**config.mk**
```make
export PLATFORM = sky130hd
export DESIGN_NAME = dbus_arbiter
export DESIGN_NICKNAME = d
export VERILOG_FILES = /design/src/rtl/dbus_arbiter_pkg.sv /design/src/rtl/dbus_arbiter_inflight_tracker.sv /design/src/rtl/dbus_arbiter.sv
export SDC_FILE = /design/constraint.sdc
export NUM_CORES = 1
export LEC_CHECK = 0
export BUFFER_PORTS_ARGS = -buffer_cell sky130_fd_sc_hd__buf_4
export CAP_MARGIN = 20
export CORE_AREA = 2 2 110 112
export DETAILED_ROUTE_END_ITERATION = 16
export DIE_AREA = 0 0 112 114
export SLEW_MARGIN = 20
export SYNTH_ARGS = -nofsm -noshare
export SYNTH_HDL_FRONTEND = slang
export SYNTH_SLANG_ARGS = --single-unit
```
**constraint.sdc**
```tcl
create_clock -name clk -period 2.2 [get_ports clk]
set_input_delay 0.22 -clock clk [delete_from_list [all_inputs] [get_ports clk]]
set_output_delay 0.22 -clock clk [all_outputs]
set_load 0.02 [all_outputs]
```
**src/rtl/dbus_arbiter_pkg.sv**
```systemverilog
`default_nettype none
// ============================================================================
// Module   : dbus_arbiter_pkg
// Summary  : Shared types for the dcache port arbiter and its in-flight tracker.
// Revision : 1.0
// ============================================================================
package dbus_arbiter_pkg;

    localparam int DCACHE_PIPE_DEPTH = 3;

    typedef struct packed {
        logic [31:0] addr;
        logic [31:0] wdata;
        logic [3:0]  strobe;
        logic        write;
    } data_memreq_t;

    typedef struct packed {
        logic [31:0] rddata;
        logic        stall;
    } data_memres_t;

    typedef enum logic [1:0] {
        NONE  = 2'd0,
        LOAD  = 2'd1,
        STORE = 2'd2
    } dbus_owner_t;

    typedef struct packed {
        logic valid;
        logic is_load;
        logic killed;
    } dbus_slot_t;

    typedef enum logic [1:0] {
        IDLE     = 2'd0,
        GRANT_LD = 2'd1,
        GRANT_ST = 2'd2
    } dbus_state_t;

endpackage
`default_nettype wire

```
**src/rtl/dbus_arbiter_inflight_tracker.sv**
```systemverilog
`default_nettype none
// ============================================================================
// Module   : dbus_inflight_tracker
// Summary  : Shift register of in-flight dcache slots; kills and routes responses.
// Revision : 1.0
// ============================================================================
module dbus_inflight_tracker
    import dbus_arbiter_pkg::*;
#(
    parameter int PIPE_DEPTH = DCACHE_PIPE_DEPTH
) (
    input  logic        clk,
    input  logic        rst,
    input  logic        flush,
    input  logic        stall,
    input  logic        insert,
    input  logic        insert_is_load,
    input  logic [31:0] rddata,
    output logic        top_valid,
    output logic        ld_rvalid,
    output logic [31:0] ld_rddata,
    output logic        st_done
);

    localparam int c_nslot = PIPE_DEPTH - 1;

    dbus_slot_t r_slot    [c_nslot];
    dbus_slot_t w_flagged [c_nslot];
    dbus_slot_t w_ins;
    logic       w_resp;

    // Flush marks every resident load; a load inserted this cycle is born killed.
    always_comb begin
        w_flagged = r_slot;
        for (int i = 0; i < c_nslot; i++) begin
            if (flush && r_slot[i].valid && r_slot[i].is_load) begin
                w_flagged[i].killed = 1'b1;
            end
        end
    end

    assign w_ins = '{valid: insert, is_load: insert_is_load, killed: flush & insert_is_load};

    always_ff @(posedge clk) begin
        if (!rst) begin
            for (int i = 0; i < c_nslot; i++) begin
                r_slot[i] <= '0;
            end
        end else begin
            for (int i = 0; i < c_nslot - 1; i++) begin
                r_slot[i] <= stall ? w_flagged[i] : w_flagged[i + 1];
            end
            if (insert) begin
                r_slot[c_nslot - 1] <= w_ins;
            end else if (stall) begin
                r_slot[c_nslot - 1] <= w_flagged[c_nslot - 1];
            end else begin
                r_slot[c_nslot - 1] <= '0;
            end
        end
    end

    assign top_valid = r_slot[c_nslot - 1].valid;
    assign w_resp    = r_slot[0].valid & ~stall;
    assign ld_rvalid = w_resp & r_slot[0].is_load & ~r_slot[0].killed & ~flush;
    assign ld_rddata = ld_rvalid ? rddata : '0;
    assign st_done   = w_resp & ~r_slot[0].is_load;

endmodule
`default_nettype wire

```
**src/rtl/dbus_arbiter.sv**
```systemverilog
`default_nettype none
// ============================================================================
// Module   : dbus_arbiter
// Summary  : Shares the dcache port between speculative loads and store drain.
// Revision : 1.0
// ============================================================================
module dbus_arbiter
    import dbus_arbiter_pkg::*;
#(
    parameter int PIPE_DEPTH      = DCACHE_PIPE_DEPTH,
    parameter int MAX_LOAD_STREAK = 4
) (
    input  logic         clk,
    input  logic         rst,
    input  logic         flush,
    input  data_memreq_t ld_req,
    input  logic         ld_request,
    output logic         ld_ready,
    output logic         ld_rvalid,
    output logic [31:0]  ld_rddata,
    input  data_memreq_t st_req,
    input  logic         st_request,
    input  logic         st_urgent,
    output logic         st_ready,
    output logic         st_done,
    output data_memreq_t dbus_req,
    output logic         dbus_request,
    input  logic         dbus_ready,
    input  data_memres_t dbus_res
);

    localparam int                    c_streak_w   = $clog2(MAX_LOAD_STREAK + 1);
    localparam logic [c_streak_w-1:0] c_streak_max = c_streak_w'(MAX_LOAD_STREAK);

    dbus_state_t           r_state;
    dbus_state_t           w_next_state;
    dbus_owner_t           w_owner;
    logic [c_streak_w-1:0] r_streak;
    logic                  w_grant_valid;
    logic                  w_gate;
    logic                  w_accept;
    logic                  w_top_valid;

    always_comb begin
        w_owner = NONE;
        case (r_state)
            GRANT_LD: w_owner = LOAD;
            GRANT_ST: w_owner = STORE;
            default:  w_owner = NONE;
        endcase
    end

    always_comb begin
        dbus_req      = '0;
        w_grant_valid = 1'b0;
        case (w_owner)
            LOAD: begin
                dbus_req      = ld_req;
                w_grant_valid = ~flush;
            end
            STORE: begin
                dbus_req      = st_req;
                w_grant_valid = 1'b1;
            end
            default: begin
                dbus_req      = '0;
                w_grant_valid = 1'b0;
            end
        endcase
    end

    // A stalled dcache with its entry slot still occupied cannot take a new request.
    assign w_gate       = dbus_res.stall & w_top_valid;
    assign dbus_request = w_grant_valid & ~w_gate;
    assign w_accept     = dbus_request & dbus_ready;
    assign ld_ready     = w_accept & (w_owner == LOAD);
    assign st_ready     = w_accept & (w_owner == STORE);

    always_comb begin
        w_next_state = r_state;
        case (r_state)
            IDLE: begin
                if (st_request && (st_urgent || r_streak == c_streak_max)) begin
                    w_next_state = GRANT_ST;
                end else if (ld_request && !flush) begin
                    w_next_state = GRANT_LD;
                end else if (st_request) begin
                    w_next_state = GRANT_ST;
                end
            end
            GRANT_LD: begin
                if (w_accept || flush) begin
                    w_next_state = IDLE;
                end
            end
            GRANT_ST: begin
                if (w_accept) begin
                    w_next_state = IDLE;
                end
            end
            default: w_next_state = IDLE;
        endcase
    end

    always_ff @(posedge clk) begin
        if (!rst) begin
            r_state <= IDLE;
        end else begin
            r_state <= w_next_state;
        end
    end

    // Counts loads that overtook a waiting store; a store grant or no waiting store resets it.
    always_ff @(posedge clk) begin
        if (!rst) begin
            r_streak <= '0;
        end else if (!st_request || st_ready) begin
            r_streak <= '0;
        end else if (ld_ready && r_streak != c_streak_max) begin
            r_streak <= r_streak + c_streak_w'(1);
        end
    end

    dbus_inflight_tracker #(
        .PIPE_DEPTH (PIPE_DEPTH)
    ) u_tracker (
        .clk            (clk),
        .rst            (rst),
        .flush          (flush),
        .stall          (dbus_res.stall),
        .insert         (w_accept),
        .insert_is_load (w_owner == LOAD),
        .rddata         (dbus_res.rddata),
        .top_valid      (w_top_valid),
        .ld_rvalid      (ld_rvalid),
        .ld_rddata      (ld_rddata),
        .st_done        (st_done)
    );

endmodule
`default_nettype wire

```
==> results of run 1 <==
[through the flow]
stage	util, %	power [W]
after global routing	36.7	0.00237
after floorplan	-	0.00122
after global placement	36.0	0.00186
after CTS	36.7	0.00222
after detailed placement	36.0	0.00189
final	36.7	0.00219
[kinds of logic after synthesis]
group                      count (synthesis)  share of synthesized area (%)
and+or+nand+nor                          129                           42.4
AOI/OAI and AO/OA                         85                           31.9
buffers and inverters                     33                           8.26
DFF                                       11                           11.1
adders and majority gates                  6                           3.78
muxes                                      5                           2.52
[cells in the mapped netlist (3+ instances only)]
library cell	number	area (um2)
sky130_fd_sc_hd__a21oi_1	3	15.0
sky130_fd_sc_hd__ha_1	6	75.1
sky130_fd_sc_hd__mux2i_1	5	50.1
sky130_fd_sc_hd__buf_2	8	40.0
sky130_fd_sc_hd__a22oi_1	69	518
sky130_fd_sc_hd__inv_1	4	15.0
sky130_fd_sc_hd__and2_2	12	90.1
sky130_fd_sc_hd__o21ai_0	4	20.0
sky130_fd_sc_hd__buf_6	4	45.0
sky130_fd_sc_hd__and2_1	23	144
sky130_fd_sc_hd__clkbuf_1	14	52.6
sky130_fd_sc_hd__dfxtp_1	11	220
sky130_fd_sc_hd__nand3_1	3	15.0
sky130_fd_sc_hd__nand2_1	7	26.3
sky130_fd_sc_hd__nor2b_1	71	444
[area by class of cell]
cell class / count / area [um2]
fill: 1242 / 7410
timing repair buffer: 290 / 2190
multi-input combinational: 225 / 1610
sequential: 11 / 220
tap: 147 / 184
clock buffer: 4 / 78.8
inverter: 5 / 18.8
[report_power, final]
group	leakage, nW	internal, W	switching (W)
clock	0.0382	0.000243	0.0000841
sequential	0.0891	0.000212	0.0000122
combinational	1.92	0.000833	0.000810
total	2.05	0.00129	0.000906
[layer usage]
| metal | GRT usage [%] | vias to the layer above | wire length [um] |
|---|---|---|---|
| met5 | 0 | - | 0 |
| met4 | 1.06 | 0 | 36 |
| met3 | 4.99 | 6 | 1170 |
| met2 | 27.4 | 201 | 5240 |
| met1 | 15.9 | 1394 | 3700 |
| li1 | - | 1489 | - |
[flip-flops by register name, summed over array words and instances (netlist names)]
name                 count
r_state                  2
r_streak                 3
u_tracker.r_slot         5
u_tracker.top_valid      1
[worst reg2reg max path, cell delays in order (launching register included)]
cell and delay, ns:
sky130_fd_sc_hd__dfxtp_1 0.36, sky130_fd_sc_hd__inv_1 0.10, sky130_fd_sc_hd__ha_2 0.20, sky130_fd_sc_hd__buf_4 0.24
sky130_fd_sc_hd__o211ai_1 0.40, sky130_fd_sc_hd__a21o_1 0.22, sky130_fd_sc_hd__mux2i_1 0.19
[worst min-delay path by stage]
stage / end / slack, ns / depth (start not counted)
after floorplan: r_streak[0]$_SDFFE_PP0P_ / 0.43 / 2
after global placement: r_streak[0]$_SDFFE_PP0P_ / 0.48 / 2
after detailed placement: u_tracker.r_slot[1]$_SDFFE_PN0P_ / 0.50 / 2
after CTS: u_tracker.r_slot[0]$_SDFF_PN0_ / 0.28 / 2
after global routing: u_tracker.r_slot[3]$_SDFFE_PN0P_ / 0.31 / 2
final: u_tracker.r_slot[0]$_SDFF_PN0_ / 0.29 / 2
==> reports/metrics.json, run 1 <==
{
  "run_status": {
    "run_status": "completed"
  },
  "synthesis": {
    "postSynthNetCount": 453,
    "syn_avg_cell_area_um2": 7.38,
    "synth-edff-count": 0,
    "ys_types": 36,
    "postSynthCellCount": 269,
    "synth_flop_cell": "sky130_fd_sc_hd__dfxtp_1",
    "yosysWarnings": 0,
    "post_synth_instance_area_um2": 1980,
    "asyncSetResetFlopFracSynth_pct": 0,
    "synth-seq-area-share_pct": 11.1,
    "number_of_synthesized_register_bits": 11
  },
  "detailed_routing": {
    "route.final.wire_length_mm": 10.2,
    "vias": 3090,
    "drc": 0,
    "drt.antenna.violating_nets": 0,
    "vias_per_cell": 4.53,
    "firstDrtPassIters": 4,
    "wl_per_cell_um": 14.9,
    "initial_drt_markers": 114
  },
  "place": {
    "dp_cells": 678,
    "pre_cts_slack_ns": 0.405,
    "detailed_place_hpwl_mm": 8.55,
    "placement.io_buffers": 283,
    "place.gp.congestion": 0.770,
    "placedInstanceArea_um2": 4220
  },
  "min_path": {
    "hold_path_startpoint": "rst",
    "timing.hold.worst.class": "primary input to register"
  },
  "timing": {
    "worst_slack_ns": 0.213,
    "hold_violations": 0,
    "grt_setup_unrepaired": "false",
    "period_minus_ws_final_ns": 1.99,
    "worst_pin_slew_ns": 0.421,
    "finalSetupViolations": 0,
    "share_of_the_clock_period_used_by_the_worst_path_after_layout_pct": 90.3,
    "fmaxAchievable_ghz": 0.503,
    "timing.max_slew.rel_slack_pct": 72.0,
    "hold-worst-slack_ns": 0.290,
    "clock_skew_ns": 0.000740,
    "maxSlewViolCount": 0,
    "fin_setup_tns_ns": 0
  },
  "clocking": {
    "post_cts_resized": 0,
    "clk_latency_ns": 0.23,
    "cts_post_setup_buffers_inserted": 0,
    "cts.hold.buffers_added": 0,
    "tritoncts": "done",
    "h_tree_lvl_count": 1,
    "clock_sinks": 11,
    "clk_root_buffer_cell": "sky130_fd_sc_hd__clkbuf_16",
    "clk_pin_slew_worst_paths_ns": 0.04,
    "max-clock-path-buffers": 2,
    "cts-buffers-inserted": 3
  },
  "cells_and_area": {
    "stdcell_count": 682,
    "antennaDiodeCount": 0,
    "layout.cell_area.non_filler_um2": 4300,
    "nNetsFinal": 720,
    "drive_above_1_share_pct": 58.9,
    "area_growth_syn_to_layout_pct": 117,
    "most_used_cells_in_the_layout_excluding_fill_and_tap_cells": "sky130_fd_sc_hd__buf_4 (289), sky130_fd_sc_hd__nor2b_1 (71), sky130_fd_sc_hd__a22oi_1 (69)",
    "layout_commonest_cell": "sky130_fd_sc_hd__buf_4"
  },
  "die": {
    "design.die.area_um2": 12800,
    "rows": 40,
    "ios": 284,
    "floorplan.die.width_um": 112,
    "starting_density_pct": 16.9,
    "coreArea_um2": 11700,
    "die_outline_height_um": 114
  },
  "worst_setup_path": {
    "worstPathMaxFanout": 40,
    "timing.reg2reg.setup_slack_ns": 0.43,
    "critical_path.endpoint": "dbus_req[19]",
    "endpoint_of_the_most_critical_register_to_register_path": "r_state[1]$_SDFFE_PN0P_",
    "crit_path_start_kind": "register",
    "worstSetupPathType": "register to primary output",
    "timing.critical_path.slowest_cell_delay_ns": 0.39,
    "critical-path-slowest-cell": "sky130_fd_sc_hd__buf_4",
    "arrival_ns": 1.77,
    "crit_path_frequent_cell": "sky130_fd_sc_hd__buf_4",
    "setup.worst_path.end_class": "primary output",
    "critical_path_depth": 6,
    "startpoint": "r_state[1]$_SDFFE_PN0P_",
    "timing.critical_path.buf_inv": 3,
    "ff_to_ff_path_depth": 6,
    "worstPathCellList": "inv_1, ha_2, buf_4, a22oi_1, nor2b_1, buf_4",
    "crit_required_ns": 1.98,
    "cpLargestDelayFamily": "buffers and inverters",
    "crit-reg2reg-launch": "r_state[0]$_SDFFE_PN0P_"
  },
  "global_routing": {
    "grt_start_max_net_pins": 41,
    "grt_pass1_vias": 2961,
    "globalRouteOverflowTotal": 0,
    "antenna_violations_before_repair": 0,
    "global_route.usage.total_pct": 14.3,
    "grt_first_pass_wirelength_mm": 14.9
  },
  "power": {
    "power.density_nw_per_um2": 510,
    "cellLeakagePower_nw": 2.05,
    "vdd_ir_max_mv": 0.272
  },
  "job": {
    "max_cap_violations": 0
  }
}
No activity file was read; power rests on OpenSTA's default activity.
==> run 2, diff against run 1 <==
--- a/config.mk
+++ b/config.mk
@@ -10,6 +10,7 @@
 export CORE_AREA = 2 2 110 112
 export DETAILED_ROUTE_END_ITERATION = 16
 export DIE_AREA = 0 0 112 114
+export SKIP_CTS_REPAIR_TIMING = 1
 export SLEW_MARGIN = 20
 export SYNTH_ARGS = -nofsm -noshare
 export SYNTH_HDL_FRONTEND = slang
==> constraint.sdc (replaced) <==
create_clock -name clk -period 2.2 [get_ports clk]
set_input_delay 0.11 -clock clk [delete_from_list [all_inputs] [get_ports clk]]
set_output_delay 0.11 -clock clk [all_outputs]
set_load 0.02 [all_outputs]
==> run 2 against run 1 <==
Net effect:
- first-iteration DRC count shrank 25%
- core utilization is 0.11 points higher
- critical path type unchanged
- clock power rose by 5%
- critical endpoint is now ld_ready
- sequential power about the same
- cell count unchanged
- fmax is 0.75% lower
- non-clock buffer count did not move
- sequential share of layout area barely moved
- via count down 1.0%
==> reports/metrics.json, run 2 (same netlist as run 1, synthesis figures left out) <==
{
  "run_status": {
    "run_status": "completed"
  },
  "place": {
    "placedInstanceArea": {"value": 4230, "unit": "um2", "change": "+0.30%"},
    "pre_cts_slack": {"value": 0.342, "unit": "ns", "change": "-0.0627 ns"},
    "placement.io_buffers": {"value": 283, "change": "unchanged"},
    "detailed_place_hpwl": {"value": 8.46, "unit": "mm", "change": "-0.99%"},
    "place.gp.congestion": {"value": 0.770, "change": "about the same"}
  },
  "power": {
    "vdd_ir_max": {"value": 0.207, "unit": "mV", "change": "-24%"},
    "power.density": {"value": 517, "unit": "nW/um2", "change": "+1.3%"},
    "cellLeakagePower": {"value": 2.05, "unit": "nW", "change": "+0.13%"}
  },
  "cells_and_area": {
    "layout.cell_area.non_filler": {"value": 4310, "unit": "um2", "change": "+0.29%"},
    "flip_flop_count_of_the_largest_register_all_copies_and_words_added": {"value": 5, "change": "unchanged"},
    "area_growth_syn_to_layout_pct": 117,
    "filler_cell_count": {"value": 1237, "change": "-0.40%"},
    "layout_commonest_cell": "sky130_fd_sc_hd__buf_4",
    "antennaDiodeCount": {"value": 0, "change": "unchanged"},
    "nNetsFinal": {"value": 720, "change": "unchanged"},
    "largestRegisters": "u_tracker.r_slot (5), r_streak (3), r_state (2)",
    "finish.utilization": {"value": 36.8, "unit": "%", "change": "+0.11 points"},
    "drive_above_1_share": {"value": 58.9, "unit": "%", "change": "unchanged"},
    "most_used_cells_in_the_layout_excluding_fill_and_tap_cells": "sky130_fd_sc_hd__buf_4 (288), sky130_fd_sc_hd__nor2b_1 (71), sky130_fd_sc_hd__a22oi_1 (69)",
    "max_flop_register": "u_tracker.r_slot"
  },
  "detailed_routing": {
    "wl_per_cell": {"value": 15.0, "unit": "um", "change": "+0.69%"},
    "drc": {"value": 0, "change": "unchanged"},
    "firstDrtPassIters": {"value": 4, "change": "unchanged"},
    "vias": {"value": 3058, "change": "-1.0%"},
    "route.final.wire_length": {"value": 10.2, "unit": "mm", "change": "+0.69%"},
    "vias_per_cell": {"value": 4.48, "change": "-1.0%"},
    "drt.antenna.violating_nets": {"value": 0, "change": "unchanged"},
    "initial_drt_markers": {"value": 86, "change": "-25%"}
  },
  "clocking": {
    "h_tree_lvl_count": {"value": 1, "change": "unchanged"},
    "clk_latency": {"value": 0.24, "unit": "ns", "change": "about the same"},
    "clk_root_buffer_cell": "sky130_fd_sc_hd__clkbuf_16",
    "cts-buffers-inserted": {"value": 3, "change": "unchanged"},
    "tritoncts": "done",
    "max-clock-path-buffers": {"value": 2, "change": "unchanged"},
    "clk_pin_slew_worst_paths": {"value": 0.04, "unit": "ns", "change": "about the same"},
    "clock_sinks": {"value": 11, "change": "unchanged"}
  },
  "worst_setup_path": {
    "timing.critical_path.buf_inv": {"value": 3, "change": "unchanged"},
    "cpLargestDelayFamily": "adder cells",
    "timing.critical_path.slowest_cell_delay": {"value": 0.48, "unit": "ns", "change": "+0.09 ns"},
    "critical-path-slowest-cell": "sky130_fd_sc_hd__ha_2",
    "worstPathMaxFanout": {"value": 15, "change": "-63%"},
    "crit_path_start_kind": "register",
    "crit_required": {"value": 2.09, "unit": "ns", "change": "+0.11 ns"},
    "worstPathCellList": "inv_1, ha_2, and2_1, o2111ai_2, inv_2, buf_4",
    "worstSetupPathType": "register to primary output",
    "arrival": {"value": 1.89, "unit": "ns", "change": "+0.12 ns"},
    "setup.worst_path.end_class": "primary output"
  },
  "die": {
    "coreArea": {"value": 11700, "unit": "um2", "change": "unchanged"},
    "design.die.area": {"value": 12800, "unit": "um2", "change": "unchanged"},
    "ios": {"value": 284, "change": "unchanged"},
    "starting_density": {"value": 16.9, "unit": "%", "change": "unchanged"},
    "die_outline_height": {"value": 114, "unit": "um", "change": "unchanged"},
    "rows": {"value": 40, "change": "unchanged"},
    "floorplan.die.width": {"value": 112, "unit": "um", "change": "unchanged"}
  },
  "global_routing": {
    "grt_pass1_vias": {"value": 2992, "change": "+1.0%"},
    "global_route.usage.total": {"value": 14.6, "unit": "%", "change": "+0.31 points"},
    "grt_start_max_net_pins": {"value": 47, "change": "+15%"},
    "antenna_violations_before_repair": {"value": 0, "change": "unchanged"},
    "grt_first_pass_wirelength": {"value": 15.2, "unit": "mm", "change": "+2.1%"},
    "globalRouteOverflowTotal": {"value": 0, "change": "unchanged"}
  },
  "timing": {
    "clock_skew": {"value": 0.000799, "unit": "ns", "change": "+0.0000595 ns"},
    "finalSetupViolations": {"value": 0, "change": "unchanged"},
    "fmaxAchievable": {"value": 0.500, "unit": "GHz", "change": "-0.75%"},
    "grt_setup_unrepaired": "false",
    "timing.max_slew.rel_slack": {"value": 74.1, "unit": "%", "change": "+2.1 points"},
    "worst_slack": {"value": 0.198, "unit": "ns", "change": "-0.0151 ns"},
    "fin_setup_tns": {"value": 0, "unit": "ns", "change": "unchanged"},
    "worst_pin_slew": {"value": 0.387, "unit": "ns", "change": "-0.0337 ns"},
    "hold-worst-slack": {"value": 0.178, "unit": "ns", "change": "-0.112 ns"},
    "share_of_the_clock_period_used_by_the_worst_path_after_layout": {"value": 91.0, "unit": "%", "change": "+0.69 points"},
    "hold_violations": {"value": 0, "change": "unchanged"},
    "period_minus_ws_final": {"value": 2.00, "unit": "ns", "change": "+0.0151 ns"},
    "maxSlewViolCount": {"value": 0, "change": "unchanged"}
  },
  "min_path": {
    "timing.hold.worst.class": "primary input to register"
  },
  "job": {
    "max_cap_violations": {"value": 0, "change": "unchanged"}
  }
}
[run 2: final timing paths]
check	end	cells past startpoint	from	slack (ns)
setup / recovery	ld_ready	6	r_state[1]$_SDFFE_PN0P_	0.20
hold / removal	u_tracker.r_slot[0]$_SDFF_PN0_	2	rst	0.18
setup reg to reg	r_streak[2]$_SDFFE_PP0P_	7	r_state[1]$_SDFFE_PN0P_	0.34
hold reg to reg	u_tracker.r_slot[1]$_SDFFE_PN0P_	2	u_tracker.r_slot[1]$_SDFFE_PN0P_	0.49
[run 2: per-layer routing]
metal / track usage (%) / up-vias / wire (um)
li1: - / 1488 / -
met1: 16.8 / 1381 / 3820
met2: 28.0 / 182 / 5340
met3: 3.61 / 7 / 1000
met4: 2.03 / 0 / 63
met5: 0 / - / 0
[run 2: stage by stage]
step                total power [W]  instances
floorplan                   0.00122        269
global placement            0.00189        678
detailed placement          0.00191        678
CTS                         0.00226        682
global route                0.00238        682
finish                      0.00223        682
[run 2: worst register-to-register path: cells and delay by family, from the launching register on]
kind / cells / cell delay (ns)
simple gates: 3 / 0.49
buf+inv: 2 / 0.22
compound gates: 1 / 0.19
fa+ha+maj: 1 / 0.48
flops: 1 / 0.37
[run 2: layout make-up]
cell class / instances / area, um2 / area share, %
inverters: 5 / 18.8 / 0.435
repair buffers: 290 / 2200 / 51.1
clock buffers: 4 / 78.8 / 1.83
multi-input cells: 225 / 1610 / 37.3
well taps: 147 / 184 / 4.27
flip-flops and latches: 11 / 220 / 5.11
[run 2: report_power, final]
part | internal [W] | switching [W]
sequential | 0.000212 | 0.0000116
clock | 0.000244 | 0.0000977
combinational | 0.000840 | 0.000823
